==> src/rtl/rcvr_frame_pkg.sv <==
// Shared types and width helpers for the framed serial receiver.
package rcvr_frame_pkg;

  typedef enum logic {
    ST_HUNT = 1'b0,
    ST_BODY = 1'b1
  } state_t;

  // Bits needed to count 0..n-1, never less than one.
  function automatic int clog2w(input int n);
    int w;
    w = 1;
    while ((1 << w) < n) w++;
    return w;
  endfunction

endpackage

==> src/rtl/rcvr_fifo.sv <==
// Show-ahead synchronous FIFO with occupancy level and drop strobe.
module rcvr_fifo
  import rcvr_frame_pkg::*;
#(
  parameter int W     = 9,
  parameter int DEPTH = 4
) (
  input  logic                           clock,
  input  logic                           reset,
  input  logic                           i_push,
  input  logic [W-1:0]                   i_din,
  input  logic                           i_pop,
  output logic                           o_ready,
  output logic [W-1:0]                   o_dout,
  output logic [$clog2(DEPTH+1)-1:0]     o_level,
  output logic                           o_drop
);

  localparam int PW = clog2w(DEPTH);
  localparam int LW = $clog2(DEPTH + 1);

  logic [W-1:0]  r_mem [DEPTH];
  logic [PW-1:0] r_wptr;
  logic [PW-1:0] r_rptr;
  logic [LW-1:0] r_level;

  logic w_full;
  logic w_empty;
  logic w_pop;
  logic w_wr;

  assign w_full  = (r_level == LW'(DEPTH));
  assign w_empty = (r_level == '0);
  assign w_pop   = i_pop & ~w_empty;
  // A full FIFO still accepts a word when its head leaves the same cycle.
  assign w_wr    = i_push & (~w_full | w_pop);
  assign o_drop  = i_push & w_full & ~w_pop;

  assign o_ready = ~w_empty;
  assign o_level = r_level;
  assign o_dout  = w_empty ? '0 : r_mem[r_rptr];

  always_ff @(posedge clock) begin
    if (w_wr) r_mem[r_wptr] <= i_din;
  end

  always_ff @(posedge clock or negedge reset) begin
    if (!reset) begin
      r_wptr  <= '0;
      r_rptr  <= '0;
      r_level <= '0;
    end else begin
      if (w_wr)  r_wptr <= r_wptr + 1'b1;
      if (w_pop) r_rptr <= r_rptr + 1'b1;
      unique case ({w_wr, w_pop})
        2'b10:   r_level <= r_level + 1'b1;
        2'b01:   r_level <= r_level - 1'b1;
        default: r_level <= r_level;
      endcase
    end
  end

endmodule

==> src/rtl/rcvr_frame.sv <==
// Serial header hunter and word deserialiser feeding a show-ahead FIFO.
module rcvr_frame
  import rcvr_frame_pkg::*;
#(
  parameter int               HDR_W           = 8,
  parameter logic [HDR_W-1:0] MATCH           = HDR_W'(8'hA5),
  parameter int               DATA_W          = 8,
  parameter int               WORDS_PER_FRAME = 1,
  parameter int               FIFO_DEPTH      = 4
) (
  input  logic                              clock,
  input  logic                              reset,
  input  logic                              data_in,
  input  logic                              reading,
  output logic                              ready,
  output logic [DATA_W-1:0]                 data_out,
  output logic                              data_last,
  output logic [$clog2(FIFO_DEPTH+1)-1:0]   level,
  output logic                              overrun,
  output logic                              in_frame
);

  localparam int BW = clog2w(DATA_W);
  localparam int WW = clog2w(WORDS_PER_FRAME);
  localparam logic [HDR_W-2:0] HEAD_INIT =
    {(HDR_W-1){~MATCH[HDR_W-1]}};
  localparam logic [BW-1:0] BIT_LAST  = BW'(DATA_W - 1);
  localparam logic [WW-1:0] WORD_LAST = WW'(WORDS_PER_FRAME - 1);

  state_t            r_state;
  logic [HDR_W-2:0]  r_head;
  logic [DATA_W-2:0] r_body;
  logic [BW-1:0]     r_bit_cnt;
  logic [WW-1:0]     r_word_cnt;
  logic              r_push;
  logic [DATA_W:0]   r_word;
  logic              r_ovr;

  logic [HDR_W-1:0]  w_hdr;
  logic [DATA_W-1:0] w_body;
  logic              w_last;
  logic [DATA_W:0]   w_dout;
  logic              w_drop;

  assign w_hdr  = {r_head, data_in};
  assign w_body = {r_body, data_in};
  assign w_last = (r_word_cnt == WORD_LAST);

  // Completed word is held one cycle so it appears the edge after its last bit.
  always_ff @(posedge clock or negedge reset) begin
    if (!reset) begin
      r_state    <= ST_HUNT;
      r_head     <= HEAD_INIT;
      r_body     <= '0;
      r_bit_cnt  <= '0;
      r_word_cnt <= '0;
      r_push     <= 1'b0;
      r_word     <= '0;
    end else begin
      r_push <= 1'b0;
      unique case (r_state)
        ST_HUNT: begin
          r_head <= w_hdr[HDR_W-2:0];
          if (w_hdr == MATCH) begin
            r_state    <= ST_BODY;
            r_bit_cnt  <= '0;
            r_word_cnt <= '0;
          end
        end
        ST_BODY: begin
          r_body <= w_body[DATA_W-2:0];
          if (r_bit_cnt == BIT_LAST) begin
            r_push    <= 1'b1;
            r_word    <= {w_last, w_body};
            r_bit_cnt <= '0;
            if (w_last) begin
              r_state    <= ST_HUNT;
              r_head     <= HEAD_INIT;
              r_word_cnt <= '0;
            end else begin
              r_word_cnt <= r_word_cnt + 1'b1;
            end
          end else begin
            r_bit_cnt <= r_bit_cnt + 1'b1;
          end
        end
        default: r_state <= ST_HUNT;
      endcase
    end
  end

  always_ff @(posedge clock or negedge reset) begin
    if (!reset)       r_ovr <= 1'b0;
    else if (w_drop)  r_ovr <= 1'b1;
    else if (reading) r_ovr <= 1'b0;
  end

  rcvr_fifo #(
    .W     (DATA_W + 1),
    .DEPTH (FIFO_DEPTH)
  ) u_fifo (
    .clock   (clock),
    .reset   (reset),
    .i_push  (r_push),
    .i_din   (r_word),
    .i_pop   (reading),
    .o_ready (ready),
    .o_dout  (w_dout),
    .o_level (level),
    .o_drop  (w_drop)
  );

  assign data_out  = w_dout[DATA_W-1:0];
  assign data_last = w_dout[DATA_W];
  assign overrun   = r_ovr;
  assign in_frame  = (r_state == ST_BODY);

endmodule

==> config.mk <==
export PLATFORM = sky130hd
export DESIGN_NAME = rcvr_frame
export DESIGN_NICKNAME = d
export VERILOG_FILES = /design/src/rtl/rcvr_frame_pkg.sv /design/src/rtl/rcvr_fifo.sv /design/src/rtl/rcvr_frame.sv
export SDC_FILE = /design/constraint.sdc
export NUM_CORES = 1
export LEC_CHECK = 0
export BUFFER_PORTS_ARGS = -buffer_cell sky130_fd_sc_hd__buf_2
export CAP_MARGIN = 20
export CORE_AREA = 2 2 82 84
export CTS_CLUSTER_DIAMETER = 50
export DETAILED_ROUTE_END_ITERATION = 8
export DIE_AREA = 0 0 84 86
export HOLD_SLACK_MARGIN = 0.15
export PLACE_DENSITY = 0.68
export SLEW_MARGIN = 5
export SYNTH_ARGS = -nofsm -noshare
export SYNTH_HDL_FRONTEND = slang
export SYNTH_SLANG_ARGS = --single-unit
==> constraint.sdc <==
create_clock -name clock -period 2.93 [get_ports clock]
set_input_delay 0 -clock clock [delete_from_list [all_inputs] [get_ports clock]]
set_output_delay 0 -clock clock [all_outputs]
set_load 0.02 [all_outputs]
==> impl_metrics.tcl, run 1 <==
set metrics [dict create \
    r2r_cells 9 \
    grt_antenna_before_repair 0 \
    core_area_um2 6280 \
    tightest_slew_ns 0.804 \
    setup_viol 0 \
    place.gp.congestion 0.701 \
    fin_cells 291 \
    crit_chain "or3b_1 > o21a_2 > inv_1 > ha_1 > inv_1 > fa_1 > xor2_1 > nor2_1 > xor2_1" \
    cp.buffers_inverters 2 \
    rrSetupSlack_ns 0.70 \
    ioPinCount 19 \
    final_layout_size_suffix_gt1_share_pct 27.1 \
    drc 0 \
    holdCritPathClass "input port to async pin" \
    status "finished clean" \
    ys_ff_latch 72 \
    maxCapViolCount 0 \
    synth_nets 196 \
    crit_cells 9 \
    die_area_um2 7220 \
    die_h_um 86 \
    start_kind "flip-flop" \
    cp-endpoint "u_fifo.o_level[2]" \
    cp.required_ns 3.19 \
    grt_max_degree 37 \
    dpl_cell_area_um2 3080 \
    antennaDiodeCount 0 \
    totalPowerFinal_mw 3.15 \
    synth_top_family_by_area "multiplexers" \
    finalHoldViolations 0 \
    synth.cell_area_um2 2920 \
    critical_path_class "flip-flop to flip-flop" \
    drt-vias-per-instance 5.10 \
    clk_pin_slew_ns 0.07 \
    skew_ns 0.00670 \
    clock_latency_ns 0.34 \
    grt_first_pass_wirelength_um 7320 \
    post_synth_num_cell_types 31 \
    synth_compound_area_share_pct 3.34 \
    drt-initial-drc-count 59 \
    grt_overflow 0 \
    critPathTopFamily "adder cells" \
    wl_um 4370 \
    slew_headroom_pct 46.4 \
    crit_slowest_cell "dfrtp_1" \
    fmax_mhz 448 \
    synth_mux_area_share_pct 13.2 \
    placed_cells 272 \
    worstReg2RegStart "u_fifo.o_level[1]" \
    ir_worst_vdd_v 0.000515 \
    netlist_instances 184 \
    drv_slew 0 \
    cts_max_path_buffers 2 \
    wl_per_cell_um 15.0 \
    synthAdderAreaFrac_pct 3.68 \
    synth_area_per_cell_um2 15.9 \
    finalCriticalPeriod_ns 2.23 \
    fin_area_um2 3320 \
    h-tree-depth 3 \
    num-nets-final 221 \
    io_buffers 18 \
    area_growth_pct 13.6 \
    ant_nets 0 \
    cts_setup_buffers 0 \
    first_pass_iters 4 \
    cts_tree "yes" \
    fin_util_pct 52.9 \
    grtUsageTotal_pct 13.7 \
    die_w_um 84 \
    cts_sinks 72 \
    cp.arrival_ns 2.49 \
    critPathCaptureType "flip-flop" \
    synth-seq-area-share_pct 67.8 \
    root_buffer "clkbuf_8" \
    slowest_delay_ns 0.41 \
    post-route-period-util_pct 76.1 \
    rsz0062_at_grt "false" \
    setup_tns_ns 0 \
    yosys_warnings 0 \
    layout_common_cells "36 x dfrtp_1, 36 x edfxtp_1, 18 x buf_2" \
    synth_xor_area_share_pct 1.80 \
    synthSimpleGateAreaFrac_pct 6.93 \
    p_leak_nw 1.37 \
    dr_total_vias 1484 \
    cts_buffers 9 \
    rows 29 \
    first_global_vias 1528 \
    r2r_end "u_fifo.o_level[2]" \
    p_per_area_nw_per_um2 948 \
    crit_path_max_fanout 7 \
    setup.worst_path.start "u_fifo.o_level[1]" \
    dp_hpwl_um 2850 \
    initial_utilization_pct 46.6 \
]
-- repair_timing --
action / CTS / global route
hold endpoints to repair: 47 / 0
resized for setup: 0 / 0
hold buffers: 3 / 0
-- layout make-up --
class	instances	area [um2]
Fill cell	532	2960
Tap cell	77	96.3
Multi-Input combinational cell	89	846
Clock buffer	11	131
Timing Repair Buffer	22	128
Inverter	15	56.3
Sequential cell	72	1980
Clock inverter	5	81.3
-- registers in the layout, summed over array words and instances, names as in the netlist --
| register | count |
|---|---|
| in_frame | 1 |
| u_fifo.r_wptr | 2 |
| overrun | 1 |
| r_body | 7 |
| r_bit_cnt | 3 |
| u_fifo.r_mem | 36 |
| r_push | 1 |
| r_head | 7 |
| u_fifo.o_level | 3 |
| u_fifo.r_rptr | 2 |
| r_word | 9 |
-- how the worst min path moves through the flow --
stage / slack [ns] / startpoint / end
2_1_floorplan: -0.30 / reset / in_frame
3_3_place_gp: 0.14 / reset / r_bit_cnt[1]
3_5_place_dp: 0.15 / reset / r_bit_cnt[1]
4_1_cts: 0.31 / reset / u_fifo.r_wptr[1]
5_1_grt: 0.36 / reset / u_fifo.r_wptr[0]
6_report: 0.28 / reset / r_bit_cnt[1]
-- per-layer routing --
layer  track usage (%)  vias up  wire [um]
met5                 0        -          0
li1                  -      705          -
met3              5.49        8        192
met1              16.3      746       1920
met4              5.72        0         74
met2              22.3       25       2180
-- metrics by stage --
stage,setup slack [ns],hold slack [ns]
after global placement,0.785,0.137
after CTS,0.682,0.309
after detailed placement,0.704,0.146
after floorplan,0.755,-0.296
after global routing,0.539,0.362
final,0.699,0.283
-- report_power, final --
| part | switching [mW] | internal (mW) |
|---|---|---|
| sequential | 0.189 | 1.25 |
| combinational | 0.441 | 0.451 |
| clock | 0.342 | 0.480 |
| total | 0.972 | 2.18 |
-- cell families (layout without fill, tap and decap cells) --
kind of cell | count (synthesis) | in the layout
DFF | 72 | 72
and+or+nand+nor | 36 | 36
muxes | 25 | 25
buffers and inverters | 23 | 53
AOI/OAI and AO/OA | 14 | 14
adders and majority gates | 8 | 8
xor gates and xnor gates | 6 | 6
-- synth_stat cells (all sizes together) --
cell / count / share of area (%)
o22ai: 7 / 1.5
o2bb2ai: 2 / 0.60
ha: 7 / 3.0
o21a: 1 / 0.30
fa: 1 / 0.68
inv: 15 / 1.9
dfrtp: 36 / 31
or3: 1 / 0.21
nand3: 1 / 0.17
nand4: 1 / 0.21
mux4: 9 / 6.9
o21ai: 2 / 0.34
and2: 14 / 3.0
buf: 7 / 1.2
a22o: 1 / 0.30
mux2: 15 / 5.9
nand2b: 2 / 0.43
or3b: 1 / 0.30
mux2i: 1 / 0.34
a41oi: 1 / 0.30
nor4bb: 1 / 0.34
nor2b: 4 / 0.86
edfxtp: 36 / 37
nor2: 2 / 0.26
nand2: 9 / 1.2
clkbuf: 1 / 0.13
xnor2: 3 / 0.90
xor2: 3 / 0.90
No activity file was read; power rests on OpenSTA's default activity.
==> run 2, diff against run 1 <==
ABC_AREA = 1   (was unset)
CORE_AREA = 2 2 83 85   (was 2 2 82 84)
DIE_AREA = 0 0 85 87   (was 0 0 84 86)
clock period = 2.3 ns   (was 2.93 ns; I/O delays follow)
==> run 2 against run 1 <==
  * Sequential share of layout area decreased by 1.7 points
  * Fmax up 12%
  * Power up 24%
  * Sequential power up 22%
  * Global-route usage is 1.0 points higher
  * Non-clock buffer count increased by 4
  * Register-to-register slack lost 0.40 ns
  * Wire length increased by 8.5%
  * Cell count rose by 38%
  * Highest routed layer unchanged
==> impl_metrics.tcl, run 2 <==
set metrics [dict create \
    largest_register_ffs 36 \
    grt_max_degree 37 \
    first_global_vias 1752 \
    synth_edf_count 36 \
    hold_ws_ns 0.263 \
    layout_common_cells "66 x nand2_1, 47 x inv_1, 36 x dfrtp_1, 36 x edfxtp_1, 25 x nor2_1" \
    slowest_delay_ns 0.42 \
    regMostFlops "u_fifo.r_mem" \
    die_area_um2 7400 \
    cts_tree "yes" \
    async_reset_ff_share_pct 50.0 \
    netlist_instances 288 \
    drt-vias-per-instance 4.70 \
    num-nets-final 328 \
    drc 0 \
    ant_nets 0 \
    yosysMostFrequentCell "nand2_1" \
    critPathTopFamily "simple AND/OR/NAND/NOR gates" \
    cts.repair.resized 0 \
    cts_setup_buffers 0 \
    fillCellCount 570 \
    fin_area_um2 3420 \
    tightest_slew_ns 0.832 \
    die_h_um 87 \
    synth_area_per_cell_um2 10.4 \
    synth-seq-area-share_pct 65.9 \
    initial_utilization_pct 45.8 \
    first_pass_iters 5 \
    antennaDiodeCount 0 \
    h-tree-depth 3 \
    critical_path_class "flip-flop to flip-flop" \
    grtUsageTotal_pct 14.7 \
    dr_total_vias 1884 \
    synth.cell_area_um2 3010 \
    crit_path_max_fanout 7 \
    dpl_cell_area_um2 3210 \
    skew_ns 0.0102 \
    rows 30 \
    post-route-period-util_pct 86.9 \
    synth-main-ff-cell "edfxtp_1" \
    maxCapViolCount 0 \
    cts_buffers 9 \
    io_buffers 18 \
    cp.buffers_inverters 2 \
    yosysTopAreaCellShare_pct 35.9 \
    crit_slowest_cell "dfrtp_1" \
    grt_first_pass_wirelength_um 8220 \
    final_common_cell "nand2_1" \
    yosys.area.top_type "edfxtp_1" \
    synth_nets 300 \
    ir_worst_vdd_v 0.000618 \
    largestRegisters "u_fifo.r_mem x36, r_word x9" \
    clock_latency_ns 0.35 \
    dp_hpwl_um 3070 \
    fmax_mhz 500 \
    cts_max_path_buffers 2 \
    clk_pin_slew_ns 0.08 \
    netlist_top_cells_count "66 x nand2_1, 47 x inv_1, 36 x dfrtp_1, 36 x edfxtp_1, 25 x nor2_1" \
    grt_overflow 0 \
    finalCriticalPeriod_ns 2.00 \
    place.gp.congestion 0.765 \
    grt_antenna_before_repair 0 \
    wl_per_cell_um 11.8 \
    crit_chain "nor2_1 > nand3_1 > nand2_1 > ha_1 > inv_1 > fa_1 > inv_1 > nand2_1 > nand3b_1 > xor2_1" \
    drt-initial-drc-count 73 \
    setup_tns_ns 0 \
    ys_ff_latch 72 \
    start_kind "flip-flop" \
    yosys_warnings 0 \
    cp.arrival_ns 2.27 \
    post_synth_num_cell_types 23 \
    drv_slew 0 \
    p_leak_nw 1.53 \
    setup_viol 0 \
    cp.required_ns 2.57 \
    finalHoldViolations 0 \
    wl_um 4740 \
    status "finished clean" \
    core_area_um2 6570 \
    root_buffer "clkbuf_8" \
    die_w_um 85 \
    critPathCaptureType "flip-flop" \
    area_growth_pct 13.6 \
    p_per_area_nw_per_um2 1140 \
    slew_headroom_pct 44.3 \
    holdCritPathClass "input port to async pin" \
    synthTopCellsByArea "edfxtp_1 36%, dfrtp_1 30%, nand2_1 8.2%" \
    ioPinCount 19 \
    final_layout_size_suffix_gt1_share_pct 13.4 \
    cts_sinks 72 \
    rsz0062_at_grt "false" \
]
[run 2: cell count changes in the layout (fill, tap and decap cells not counted), sizes merged, moves of 4 or more]
cell / previous run / this run
nor2b: 4 / 0
and2: 14 / 0
o21ai: 2 / 19
inv: 15 / 53
nor2: 2 / 26
nand2: 9 / 66
o211ai: 0 / 9
nand3: 1 / 6
a21oi: 0 / 10
buf: 19 / 23
mux2: 15 / 0
mux4: 9 / 0
[run 2: final timing paths]
kind                       depth (start not counted)               from                end  slack (ns)
setup / recovery                                  10  u_fifo.o_level[0]  u_fifo.o_level[2]        0.30
hold / removal                                     2              reset          r_word[3]        0.26
setup reg to reg                                  10  u_fifo.o_level[0]  u_fifo.o_level[2]        0.30
hold reg to reg                                    2            overrun            overrun        0.49
max in group asynchronous                          2              reset   u_fifo.r_rptr[1]        1.53
min in group clock                                 4            data_in          r_body[0]        0.44
[run 2: cells by family (layout without fill, tap and decap cells)]
group,count (synthesis),after routing,synth area share [%]
fa+ha+maj,8,8,3.58
simple gates,101,101,13.4
flops,72,72,65.9
buf+inv,59,92,7.69
compound gates,44,44,8.32
xor+xnor,4,4,1.16
[run 2: cell type report]
type / instances / area [um2] / area share (%)
Sequential cell: 72 / 1980 / 58.0
Multi-Input combinational cell: 157 / 796 / 23.3
Inverter: 50 / 188 / 5.49
Timing Repair Buffer: 26 / 170 / 4.98
Clock buffer: 9 / 124 / 3.62
Tap cell: 80 / 100 / 2.93
Clock inverter: 7 / 60.1 / 1.76
[run 2: metal layers]
layer  GRT usage (%)  share of wire [%]
met5               0                  0
met3            3.89                3.0
met1            18.9                 49
met4            8.66                2.4
met2            22.5                 45
[run 2: report_power, final]
part           leakage (nW)  switching [mW]  total, mW  internal, mW
Combinational         0.634           0.770       1.25         0.477
Clock                0.0912           0.508      0.918         0.409
Sequential            0.805           0.196       1.75          1.55
Total                  1.53            1.47       3.91          2.44
[run 2: what timing repair did]
item | in CTS | in global routing
endpoints found under the setup margin | 0 | 0
hold buffers | 3 | 0
endpoints found under the hold margin | 45 | 0
[run 2: per-stage QoR]
step                setup WS (ns)  power, mW  instances  util, %
global placement            0.368       3.00        382     48.8
finish                      0.301       3.91        401     52.1
detailed placement          0.307       3.04        382     48.8
CTS                         0.282       3.97        401     52.1
floorplan                   0.340       2.68        288        -
global route                0.154       4.20        401     52.1
[run 2: worst register-to-register path: cells and delay by family (launching register included)]
kind	cells	cell delay [ns]
xor+xnor	1	0.15
fa+ha+maj	2	0.58
buf+inv	2	0.14
flops	1	0.42
simple gates	5	0.62
